**config.mk**
```make
export PLATFORM = sky130hd
export DESIGN_NAME = sort_out_buf
export DESIGN_NICKNAME = d
export VERILOG_FILES = /design/src/rtl/sort_out_buf.sv
export SDC_FILE = /design/constraint.sdc
export NUM_CORES = 1
export LEC_CHECK = 0
export BUFFER_PORTS_ARGS = -buffer_cell sky130_fd_sc_hd__buf_2
export CAP_MARGIN = 20
export CORE_MARGIN = 4
export CORE_UTILIZATION = 43
export DETAILED_ROUTE_END_ITERATION = 7
export HOLD_SLACK_MARGIN = 0.03
export MAX_ROUTING_LAYER = met4
export PLACE_DENSITY = 0.72
export SLEW_MARGIN = 5
export SYNTH_ARGS = -nofsm -noshare
export SYNTH_HDL_FRONTEND = slang
export SYNTH_SLANG_ARGS = --single-unit
```
**constraint.sdc**
```tcl
create_clock -name CLK -period 3.4 [get_ports CLK]
set_input_delay 0.34 -clock CLK [delete_from_list [all_inputs] [get_ports CLK]]
set_output_delay 0.34 -clock CLK [all_outputs]
set_load 0.005 [all_outputs]
```
**src/rtl/sort_out_buf.sv**
```systemverilog
`default_nettype none
// ============================================================================
//  Module      : sort_out_buf
//  Description : Output FIFO stage behind SORT. Credit-style DOUT_EN, frame
//                tracking (OUT_LAST), sticky overflow flag. Optional in-frame
//                ascending-order checker enabled by macro SORT_ORDER_CHK_EN.
//  Revision    : 1.0 - initial release
// ============================================================================
module sort_out_buf #(
    parameter int DATA_W    = 5,
    parameter int DEPTH     = 8,
    parameter int SKID      = 2,
    parameter int FRAME_LEN = 8
) (
    input  logic                     CLK,
    input  logic                     RST,
    input  logic                     CLR,
    input  logic                     SORT_VLD,
    input  logic [DATA_W-1:0]        SORT_DATA,
    output logic                     DOUT_EN,
    output logic                     OUT_VLD,
    output logic [DATA_W-1:0]        OUT_DATA,
    input  logic                     OUT_RDY,
    output logic                     OUT_LAST,
    output logic [$clog2(DEPTH):0]   LEVEL,
    output logic                     OVF,
    output logic                     ORDER_ERR
);

    localparam int c_aw = $clog2(DEPTH);
    localparam int c_lw = c_aw + 1;
    localparam int c_cw = (FRAME_LEN > 1) ? $clog2(FRAME_LEN) : 1;

    localparam logic [c_lw-1:0] c_depth      = c_lw'(DEPTH);
    localparam logic [c_lw-1:0] c_skid       = c_lw'(SKID);
    localparam logic [c_lw-1:0] c_lvl_one    = c_lw'(1);
    localparam logic [c_aw-1:0] c_ptr_one    = c_aw'(1);
    localparam logic [c_cw-1:0] c_cnt_one    = c_cw'(1);
    localparam logic [c_cw-1:0] c_frame_last = c_cw'(FRAME_LEN - 1);

    logic [DATA_W-1:0] r_mem [DEPTH];
    logic [DEPTH-1:0]  r_last;
    logic [c_aw-1:0]   r_wr_ptr;
    logic [c_aw-1:0]   r_rd_ptr;
    logic [c_lw-1:0]   r_level;
    logic [c_cw-1:0]   r_in_cnt;
    logic              r_dout_en;
    logic              r_ovf;

    logic              w_empty;
    logic              w_full;
    logic              w_pop;
    logic              w_push;
    logic              w_drop;
    logic              w_in_last;
    logic [c_lw-1:0]   w_level_next;

    assign w_empty   = (r_level == '0);
    assign w_full    = (r_level == c_depth);
    assign w_pop     = !w_empty && OUT_RDY;
    // A full FIFO still accepts a word when the head leaves on the same edge.
    assign w_push    = SORT_VLD && (!w_full || w_pop);
    assign w_drop    = SORT_VLD && w_full && !w_pop;
    assign w_in_last = (r_in_cnt == c_frame_last);

    always_comb begin
        w_level_next = r_level;
        if (w_push && !w_pop) begin
            w_level_next = r_level + c_lvl_one;
        end else if (!w_push && w_pop) begin
            w_level_next = r_level - c_lvl_one;
        end
    end

    // Storage carries no reset; the read side is gated by occupancy.
    always_ff @(posedge CLK) begin
        if (w_push) begin
            r_mem[r_wr_ptr]  <= SORT_DATA;
            r_last[r_wr_ptr] <= w_in_last;
        end
    end

    always_ff @(posedge CLK) begin
        if (!RST || CLR) begin
            r_wr_ptr  <= '0;
            r_rd_ptr  <= '0;
            r_level   <= '0;
            r_in_cnt  <= '0;
            r_dout_en <= 1'b0;
            r_ovf     <= 1'b0;
        end else begin
            if (w_push) begin
                r_wr_ptr <= r_wr_ptr + c_ptr_one;
                r_in_cnt <= w_in_last ? '0 : (r_in_cnt + c_cnt_one);
            end
            if (w_pop) begin
                r_rd_ptr <= r_rd_ptr + c_ptr_one;
            end
            r_level   <= w_level_next;
            r_dout_en <= (c_depth - w_level_next) > c_skid;
            if (w_drop) begin
                r_ovf <= 1'b1;
            end
        end
    end

`ifdef SORT_ORDER_CHK_EN
    logic [DATA_W-1:0] r_prev;
    logic              r_first;
    logic              r_order_err;

    always_ff @(posedge CLK) begin
        if (!RST || CLR) begin
            r_prev      <= '0;
            r_first     <= 1'b1;
            r_order_err <= 1'b0;
        end else if (w_push) begin
            if (!r_first && (SORT_DATA < r_prev)) begin
                r_order_err <= 1'b1;
            end
            r_prev  <= SORT_DATA;
            r_first <= w_in_last;
        end
    end

    assign ORDER_ERR = r_order_err;
`else
    assign ORDER_ERR = 1'b0;
`endif

    assign DOUT_EN  = r_dout_en;
    assign OUT_VLD  = !w_empty;
    assign OUT_DATA = w_empty ? '0 : r_mem[r_rd_ptr];
    assign OUT_LAST = !w_empty && r_last[r_rd_ptr];
    assign LEVEL    = r_level;
    assign OVF      = r_ovf;

endmodule
`default_nettype wire
```
==> impl_metrics.ini, run 1 <==
[status]
status = finished clean

[pwr]
vdd_drop_max_mv = 0.274
p_leak_nw = 1.14
powerDensity_nw_per_um2 = 520

[synthesis]
synth_cells = 197
synth_edf_count = 48
syn_area_um2 = 2850
muxShareOfSynthArea_pct = 12.6
synth_simple_gate_area_share_pct = 11.7
ys.flop_type = edfxtp_1
synth_compound_area_share_pct = 4.79
synth_nets = 214
synth_fa_ha_area_share_pct = 3.07
synth_top_family_by_area = multiplexers
synth-xor-area-share_pct = 1.54
yosys_warnings = 0
ys_seq_area_share_pct = 63.2
synthArstFlopShare_pct = 0
syn_area_per_cell_um2 = 14.5
ys_ff_latch = 66
yosysUniqueCellTypes = 40

[timing]
fin_skew_ns = 0.00816
min_period_ns = 2.85
worst_pin_slew_ns = 0.717
final.setup.tns_ns = 0
setup_slack_ns = 0.550
timing.fmax_ghz = 0.351
finalHoldViolations = 0
post-route-period-util_pct = 83.8
slew_headroom_pct = 52.1
holdWs_ns = 0.275
rsz0062_at_grt = no
final_max_slew_viol_count = 0
setup_viol = 0

[floorplanning]
die_area_um2 = 7990
dieHeight_um = 89.4
num_rows = 29
core_area_um2 = 6390
fp.dieW_um = 89.4
io_pins = 24
start_util_pct = 44.6

[clock_tree]
cts_tree = yes
cts_setup_buffers = 0
cts.sinks = 66
h-tree-depth = 3
root_buffer = clkbuf_8
cts_buffers = 9
path_clk_slew_ns = 0.07
cts_max_path_buffers = 2
cts_resized = 0
clk_latency_ns = 0.34
cts_hold_buf = 0

[drt]
antenna_left = 0
avgViaCountPerCell = 5.38
drt-total-wl_um = 5280
drc_errors = 0
drt_first_pass_iters = 4
drt_iter0_drc = 119
avgRoutedWirePerCell_um = 17.3
route.vias.total = 1640

[global_route]
grt_pass1_vias = 1682
grt_pass1_wl_um = 8740
grt-ovfl-total = 0
grt_use_total_pct = 15.9
grt_max_degree = 17
antenna_found_initial = 0

[hold_path]
hold_path.startpoint = SORT_DATA[0]
hold_path_class = input pin to flop

[setup_path]
crit_arrival_ns = 3.10
cp-startpoint = LEVEL[0]
crit_buf_inv = 2
worst_setup_path_end_kind = flop
path_cells = inv_1 > ha_1 > nor3b_4 > inv_2 > o21ai_0 > mux2i_1 > mux2i_1 > ha_1 > nor2_1 > and3b_1 > a221oi_2
worst_ep_required_time_ns = 3.65
cp_top_family = simple AND/OR/NAND/NOR gates
slowest_delay_ns = 0.47
r2r_start = LEVEL[0]
crit_fanout = 9
start_kind = flop
cp_slowest_cell = nor3b_4
critical_path_class = flop to flop

[layout]
drive_gt1_share_pct = 25.9
seqCellArea_um2 = 1800
final_cell_mix = edfxtp_1, buf_2, nor2_1, dfxtp_1
antennaDiodeCount = 0
areaGrowthSynthToFinish_pct = 13.1
fillers = 540
layout_commonest_cell = edfxtp_1
multi_input_area_um2 = 966
instances_no_fill = 305
final_util_pct = 50.5
fin_nets = 240

[placement]
gp_congestion = 0.815
place.detailed.hpwl_um = 3530
dpl.cell_count = 289
io_buffers = 22
preCtsSetupSlack_ns = 0.588

[job]
max_cap_viol_count = 0
==> worst reg2reg max path, delay by kind of cell, from the launching register on <==
| family | cells | cell delay [ns] |
|---|---|---|
| flip-flops | 1 | 0.38 |
| adder cells (fa/ha/maj) | 2 | 0.54 |
| buffers and inverters | 2 | 0.24 |
| multiplexers | 2 | 0.36 |
| AND/OR/NAND/NOR | 3 | 0.78 |
| AO/OA/AOI/OAI | 2 | 0.46 |
==> Yosys cell counts (3+ instances only) <==
library cell	n	share of area, %
nor3_1	5	0.88
o21ai_0	3	0.53
nand2_1	12	1.6
nand2b_1	5	1.1
dfxtp_1	18	13
xnor2_1	3	0.92
mux2i_1	9	3.2
clkbuf_1	5	0.66
nor2b_1	5	1.1
mux4_2	12	9.5
edfxtp_1	48	51
ha_1	7	3.1
a21oi_1	8	1.4
nor2_1	21	2.8
==> cell type report <==
| class | instances | area share, % |
|---|---|---|
| Multi-Input combinational cell | 116 | 30.0 |
| Timing Repair Buffer | 27 | 4.58 |
| Sequential cell | 66 | 55.9 |
| Clock buffer | 9 | 3.84 |
| Clock inverter | 7 | 2.37 |
| Inverter | 3 | 0.349 |
| Tap cell | 77 | 2.99 |
==> path summary, 6_finish.rpt <==
| check | slack, ns | end | cells after the start |
|---|---|---|---|
| worst max-delay path | 0.55 | DOUT_EN | 11 |
| worst min-delay path | 0.28 | r_mem[5][0] | 1 |
| worst max register to register | 0.55 | DOUT_EN | 11 |
| worst min register to register | 0.47 | OVF | 2 |
==> sequential cells by signal, indices dropped and copies added (netlist names), named ones only <==
register and count:
r_in_cnt 3, LEVEL 4, DOUT_EN 1, OVF 1, r_last 8, r_wr_ptr 3, r_mem 40, r_rd_ptr 3
==> report_power, final <==
part	internal, mW	switching [mW]
sequential	0.873	0.0123
combinational	0.0573	0.0681
clock	0.345	0.321
total	1.27	0.401
==> metrics by stage <==
stage | power [mW] | cell area, um^2
finish | 1.68 | 3220
global route | 1.75 | 3220
CTS | 1.69 | 3220
detailed placement | 1.03 | 3020
global placement | 1.03 | 3020
floorplan | 0.991 | 2850
==> cells by family after synthesis <==
group / count (synthesis)
adder cells (fa/ha/maj): 7
AO/OA/AOI/OAI: 19
XOR/XNOR: 5
other: 1
AND/OR/NAND/NOR: 63
multiplexers: 21
buffers and inverters: 15
flip-flops: 66
==> per-layer routing <==
metal  up-vias  routed length (um)  global-route usage, %
li1        786                   -                      -
met1       817                2370                   19.6
met2        29                2550                   24.0
met3         8                 231                   4.33
met4         0                 124                   7.71
met5         -                   0                      -
Power figures use the tool's default switching activity.
==> inputs of run 2 (changes only) <==
--- a/config.mk
+++ b/config.mk
@@ -5,6 +5,7 @@
 export SDC_FILE = /design/constraint.sdc
 export NUM_CORES = 1
 export LEC_CHECK = 0
+export ABC_AREA = 1
 export BUFFER_PORTS_ARGS = -buffer_cell sky130_fd_sc_hd__buf_2
 export CAP_MARGIN = 20
 export CORE_MARGIN = 4
@@ -12,7 +13,7 @@
 export DETAILED_ROUTE_END_ITERATION = 7
 export HOLD_SLACK_MARGIN = 0.03
 export MAX_ROUTING_LAYER = met4
-export PLACE_DENSITY = 0.72
+export PLACE_DENSITY = 0.74
 export SLEW_MARGIN = 5
 export SYNTH_ARGS = -nofsm -noshare
 export SYNTH_HDL_FRONTEND = slang
==> constraint.sdc (replaced) <==
create_clock -name CLK -period 2.55 [get_ports CLK]
set_input_delay 0.255 -clock CLK [delete_from_list [all_inputs] [get_ports CLK]]
set_output_delay 0.255 -clock CLK [all_outputs]
set_load 0.005 [all_outputs]
==> run 2 against run 1 <==
Net effect: via count grew 26%; largest cell class unchanged; maximum frequency grew 23%; setup slack lost 0.31 ns; wire length grew 6.5%; power grew 39%; sequential cell count is the same; clock skew shrank 0.0023 ns; critical path depth grew 2; utilization grew 1.4 points; non-clock buffer count grew 5; combinational power grew 56%.
==> impl_metrics.ini, run 2 <==
[status]
status = finished clean

[floorplanning]
dieHeight_um = 89.9
start_util_pct = 44.9
io_pins = 24
die_area_um2 = 8080
fp.dieW_um = 89.9
core_area_um2 = 6420
num_rows = 29

[setup_path]
crit_fanout = 12
critical_path_class = flop to flop
r2r_end = DOUT_EN
r2r_start = LEVEL[0]
worst_setup_path_end_kind = flop
r2r_cells = 13
worst_ep_required_time_ns = 2.81
cp-startpoint = LEVEL[0]
cp_slowest_cell = dfxtp_1
slowest_delay_ns = 0.42
path_cells = inv_1 > ha_1 > nand2_4 > nand3_1 > nand2_1 > nand3_1 > nand2_2 > inv_1 > ha_1 > or2_2 > nand2_1 > nor2_1 > nor2_1
start_kind = flop
rrSetupSlack_ns = 0.24
crit_arrival_ns = 2.57

[synthesis]
synth-xor-area-share_pct = 0.607
synth_common_cells = nor2_1, edfxtp_1, nand2_1
yosys_warnings = 0
synth_simple_gate_area_share_pct = 18.6
synth_fa_ha_area_share_pct = 3.04
syn_area_um2 = 2880
synth_most_common_cell = nor2_1
synth_compound_area_share_pct = 10.2
synth_nets = 303
synth_top_family_by_area = simple AND/OR/NAND/NOR gates
yosysUniqueCellTypes = 33
ys_seq_area_share_pct = 62.5
ys.flop_type = edfxtp_1
synth_cells = 286
muxShareOfSynthArea_pct = 0
syn_area_per_cell_um2 = 10.1
synthArstFlopShare_pct = 0
ys_ff_latch = 66
yosysTopAreaCell = edfxtp_1
synth_edf_count = 48
netlist.area_leader.share_pct = 50.0
synth_top_cells_by_area = edfxtp_1, dfxtp_1, nor2_1, nand2_1, o21ai_0

[drt]
drt_first_pass_iters = 4
avgViaCountPerCell = 5.15
route.vias.total = 2071
drc_errors = 0
avgRoutedWirePerCell_um = 14.0
antenna_left = 0
drt-total-wl_um = 5620
drt_iter0_drc = 219

[placement]
place.detailed.hpwl_um = 3880
gp_congestion = 0.895
io_buffers = 22

[clock_tree]
cts_setup_buffers = 0
cts_tree = yes
clk_latency_ns = 0.34
root_buffer = clkbuf_8
h-tree-depth = 3
cts_buffers = 9
cts.sinks = 66
cts_max_path_buffers = 2
path_clk_slew_ns = 0.07

[timing]
timing.fmax_ghz = 0.433
post-route-period-util_pct = 90.6
min_period_ns = 2.31
finalHoldViolations = 0
worst_pin_slew_ns = 0.624
slew_headroom_pct = 58.2
final_max_slew_viol_count = 0
holdWs_ns = 0.180
fin_skew_ns = 0.00583
setup_viol = 0
final.setup.tns_ns = 0
rsz0062_at_grt = no

[global_route]
grt_pass1_vias = 1903
grt_max_degree = 21
grt_use_total_pct = 15.2
grt_pass1_wl_um = 9340
grt-ovfl-total = 0
antenna_found_initial = 0

[layout]
antennaDiodeCount = 0
drive_gt1_share_pct = 18.5
final_util_pct = 51.9
layout_commonest_cell = nor2_1
largest_reg_flops = 40
fin_nets = 337
regMostFlops = r_mem
areaGrowthSynthToFinish_pct = 15.6
final_cell_mix = nor2_1, edfxtp_1, nand2_1, o21ai_0, buf_2

[pwr]
vdd_drop_max_mv = 0.359
p_sw_share_pct = 23.1
combPwrFrac_pct = 8.4
p_leak_nw = 1.33
p_int_mw = 1.79
pwr-share-seq_pct = 50.7
clockPowerShare_pct = 40.9
p_switching_mw = 0.538
powerDensity_nw_per_um2 = 697

[hold_path]
hold_path_class = input pin to flop
worstHoldEndpoint = r_mem[2][3]
hold_depth = 1
hold_path.startpoint = SORT_DATA[3]

[job]
max_cap_viol_count = 0
==> run 2: per-layer routing <==
metal  vias up  track usage [%]  routed length, um  part of all wire (%)
li1       1038                -                  -                     -
met5         -                -                  0                     0
met1       965             20.3               2440                    43
met4         0             6.51                101                   1.8
met3         6             3.26                403                   7.2
met2        62             22.4               2680                    48
==> run 2: critical path, delay by kind of cell (launching register included) <==
family	cells	cell delay, ns
buffers and inverters	2	0.17
adders and majority gates	2	0.55
and+or+nand+nor	9	1.10
DFF	1	0.42
==> run 2: cells by family after synthesis <==
group                    count (synthesis)
adder cells (fa/ha/maj)                  7
other                                    1
AND/OR/NAND/NOR                        125
AO/OA/AOI/OAI                           53
XOR/XNOR                                 2
buffers and inverters                   32
flip-flops                              66
==> run 2: worst max path at each step <==
| stage | endpoint | slack [ns] | depth (start not counted) |
|---|---|---|---|
| floorplan | DOUT_EN | 0.52 | 13 |
| global placement | DOUT_EN | 0.29 | 13 |
| detailed placement | DOUT_EN | 0.19 | 13 |
| CTS | DOUT_EN | 0.17 | 13 |
| global route | DOUT_EN | 0.01 | 13 |
| finish | DOUT_EN | 0.24 | 13 |
==> run 2: cell type report <==
class | instances | area [um^2]
tap | 77 | 96.3
timing repair buffer | 32 | 185
sequential | 66 | 1800
clock buffer | 9 | 124
multi-input combinational | 188 | 946
fill | 548 | 3090
clock inverter | 7 | 92.6
inverter | 23 | 88.8
==> run 2: timing repair <==
action / in CTS / in global routing
gates resized for setup: 0 / 1
hold buffers: 0 / 0
setup endpoints to repair: 0 / 1
==> run 2: per-stage QoR <==
stage	power (mW)	std cells	cell area (um^2)	setup WS (ns)
after global routing	2.43	402	3330	0.0117
after global placement	1.39	386	3110	0.293
after CTS	2.34	402	3330	0.169
after floorplan	1.33	286	2880	0.518
final	2.32	402	3330	0.241
after detailed placement	1.40	386	3110	0.192
==> run 2: power by group through the flow <==
stage	sequential (mW)	combinational (mW)	clock, mW
after detailed placement	1.20	0.194	0
after CTS	1.18	0.195	0.970
after global routing	1.18	0.224	1.03
after floorplan	1.20	0.133	0
final	1.18	0.195	0.950
after global placement	1.20	0.191	0
==> inputs of run 3 (changes only) <==
--- a/config.mk
+++ b/config.mk
@@ -14,6 +14,7 @@
 export HOLD_SLACK_MARGIN = 0.03
 export MAX_ROUTING_LAYER = met4
 export PLACE_DENSITY = 0.74
+export RECOVER_POWER = 25
 export SLEW_MARGIN = 5
 export SYNTH_ARGS = -nofsm -noshare
 export SYNTH_HDL_FRONTEND = slang
==> run 3 against run 2 <==
Net effect: utilization decreased by 0.098 points; clock skew barely moved; count of clock-buffer cells in the layout is the same; die area unchanged; non-clock buffer count is the same; sequential share of layout area is 0.10 points higher; first-iteration DRC count shrank 0.91%; design area fell by 0.19%; global-route usage unchanged; sequential cell count did not move.
==> impl_metrics.ini, run 3 (synthesis results as in run 2) <==
[global_route]
grt_max_degree = 21
grt_use_total_pct = 15.2
antenna_found_initial = 0
grt_pass1_vias = 1903
grt_pass1_wl_um = 9340
grt-ovfl-total = 0

[floorplanning]
die_area_um2 = 8080
dieHeight_um = 89.9
fp.dieW_um = 89.9
num_rows = 29
io_pins = 24
start_util_pct = 44.9
core_area_um2 = 6420

[layout]
areaGrowthSynthToFinish_pct = 15.4
layout_commonest_cell = nor2_1
fin_nets = 337
regMostFlops = r_mem
largest_reg_flops = 40
drive_gt1_share_pct = 16.9
antennaDiodeCount = 0
fillers = 549
final_cell_mix = nor2_1, edfxtp_1, nand2_1, o21ai_0, inv_1
instances_no_fill = 402

[setup_path]
start_kind = flop
crit_fanout = 12
worst_ep_required_time_ns = 2.81
slowest_delay_ns = 0.42
cp_slowest_cell = dfxtp_1
crit_buf_inv = 2
rrSetupSlack_ns = 0.24
cp-startpoint = LEVEL[0]
cp_top_family = simple AND/OR/NAND/NOR gates
crit_arrival_ns = 2.57
worst_setup_path_end_kind = flop
critical_path_class = flop to flop
r2r_start = LEVEL[0]
path_cells = inv_1 > ha_1 > nand2_4 > nand3_1 > nand2_1 > nand3_1 > nand2_2 > inv_1 > ha_1 > or2_2 > nand2_1 > nor2_1 > nor2_1

[timing]
holdWs_ns = 0.258
rsz0062_at_grt = no
setup_viol = 0
timing.fmax_ghz = 0.433
setup_slack_ns = 0.239
post-route-period-util_pct = 90.6
worst_pin_slew_ns = 0.622
final_max_slew_viol_count = 0
min_period_ns = 2.31
slew_headroom_pct = 58.4
finalHoldViolations = 0
fin_skew_ns = 0.00597
final.setup.tns_ns = 0

[clock_tree]
clk_latency_ns = 0.34
cts_setup_buffers = 0
path_clk_slew_ns = 0.08
h-tree-depth = 3
cts_tree = yes
cts_max_path_buffers = 2
cts_hold_buf = 0
cts.sinks = 66
root_buffer = clkbuf_8
cts_buffers = 9

[drt]
route.vias.total = 2070
drt_iter0_drc = 217
drc_errors = 0
avgViaCountPerCell = 5.15
drt_first_pass_iters = 4
antenna_left = 0
avgRoutedWirePerCell_um = 14.1
drt-total-wl_um = 5670

[pwr]
powerDensity_nw_per_um2 = 698
vdd_drop_max_mv = 0.359
p_leak_nw = 1.31
design_power_total_mw = 2.32

[status]
status = finished clean

[job]
max_cap_viol_count = 0

[placement]
dpl.cell_count = 386
preCtsSetupSlack_ns = 0.192
gp_congestion = 0.895
io_buffers = 22
place.detailed.hpwl_um = 3880

[hold_path]
hold_path.startpoint = SORT_DATA[3]
hold_path_class = input pin to flop
-- run 3: cell types whose count changed in the layout (fill, tap and decap cells not counted), sizes merged --
cell and change:
buf -5, clkbuf +5
-- run 3: cell type report --
class	instances	area (um^2)	area share [%]
timing repair buffer	32	179	5.38
clock inverter	7	92.6	2.78
clock buffer	9	124	3.72
inverter	23	88.8	2.67
multi-input combinational	188	946	28.4
tap	77	96.3	2.89
sequential	66	1800	54.1
-- run 3: worst register-to-register path, cell delays in order, from the launching register on --
cell and delay, ns:
dfxtp_1 0.42, inv_1 0.12, ha_1 0.28, nand2_4 0.17, nand3_1 0.17, nand2_1 0.11
nand3_1 0.09, nand2_2 0.10, inv_1 0.05, ha_1 0.27, or2_2 0.27, nand2_1 0.07
nor2_1 0.04, nor2_1 0.08
-- run 3: path summary, 6_finish.rpt --
path	to	cells after the start
worst max-delay path	DOUT_EN	13
worst min-delay path	r_mem[2][3]	1
worst max register to register	DOUT_EN	13
worst min register to register	r_in_cnt[1]	2
-- run 3: report_power, final --
group	total, mW	internal (mW)	switching (mW)
clock	0.952	0.548	0.404
sequential	1.18	1.17	0.0109
combinational	0.194	0.0689	0.125
total	2.32	1.78	0.540
-- run 3: stage by stage --
stage	instance area (um^2)	util, %
floorplan	2880	-
global placement	3110	48.5
detailed placement	3110	48.5
CTS	3330	51.8
global route	3330	51.8
finish	3330	51.8
-- run 3: what timing repair did --
action | CTS | global route
resized for setup | 0 | 1
setup endpoints to repair | 0 | 1
endpoints found under the hold margin | 0 | 0
-- run 3: routing by layer --
metal / wire length, um / GRT usage, % / vias to the layer above
met5: 0 / - / -
met4: 101 / 6.51 / 0
met3: 394 / 3.26 / 6
met2: 2680 / 22.4 / 62
met1: 2500 / 20.3 / 965
li1: - / - / 1037
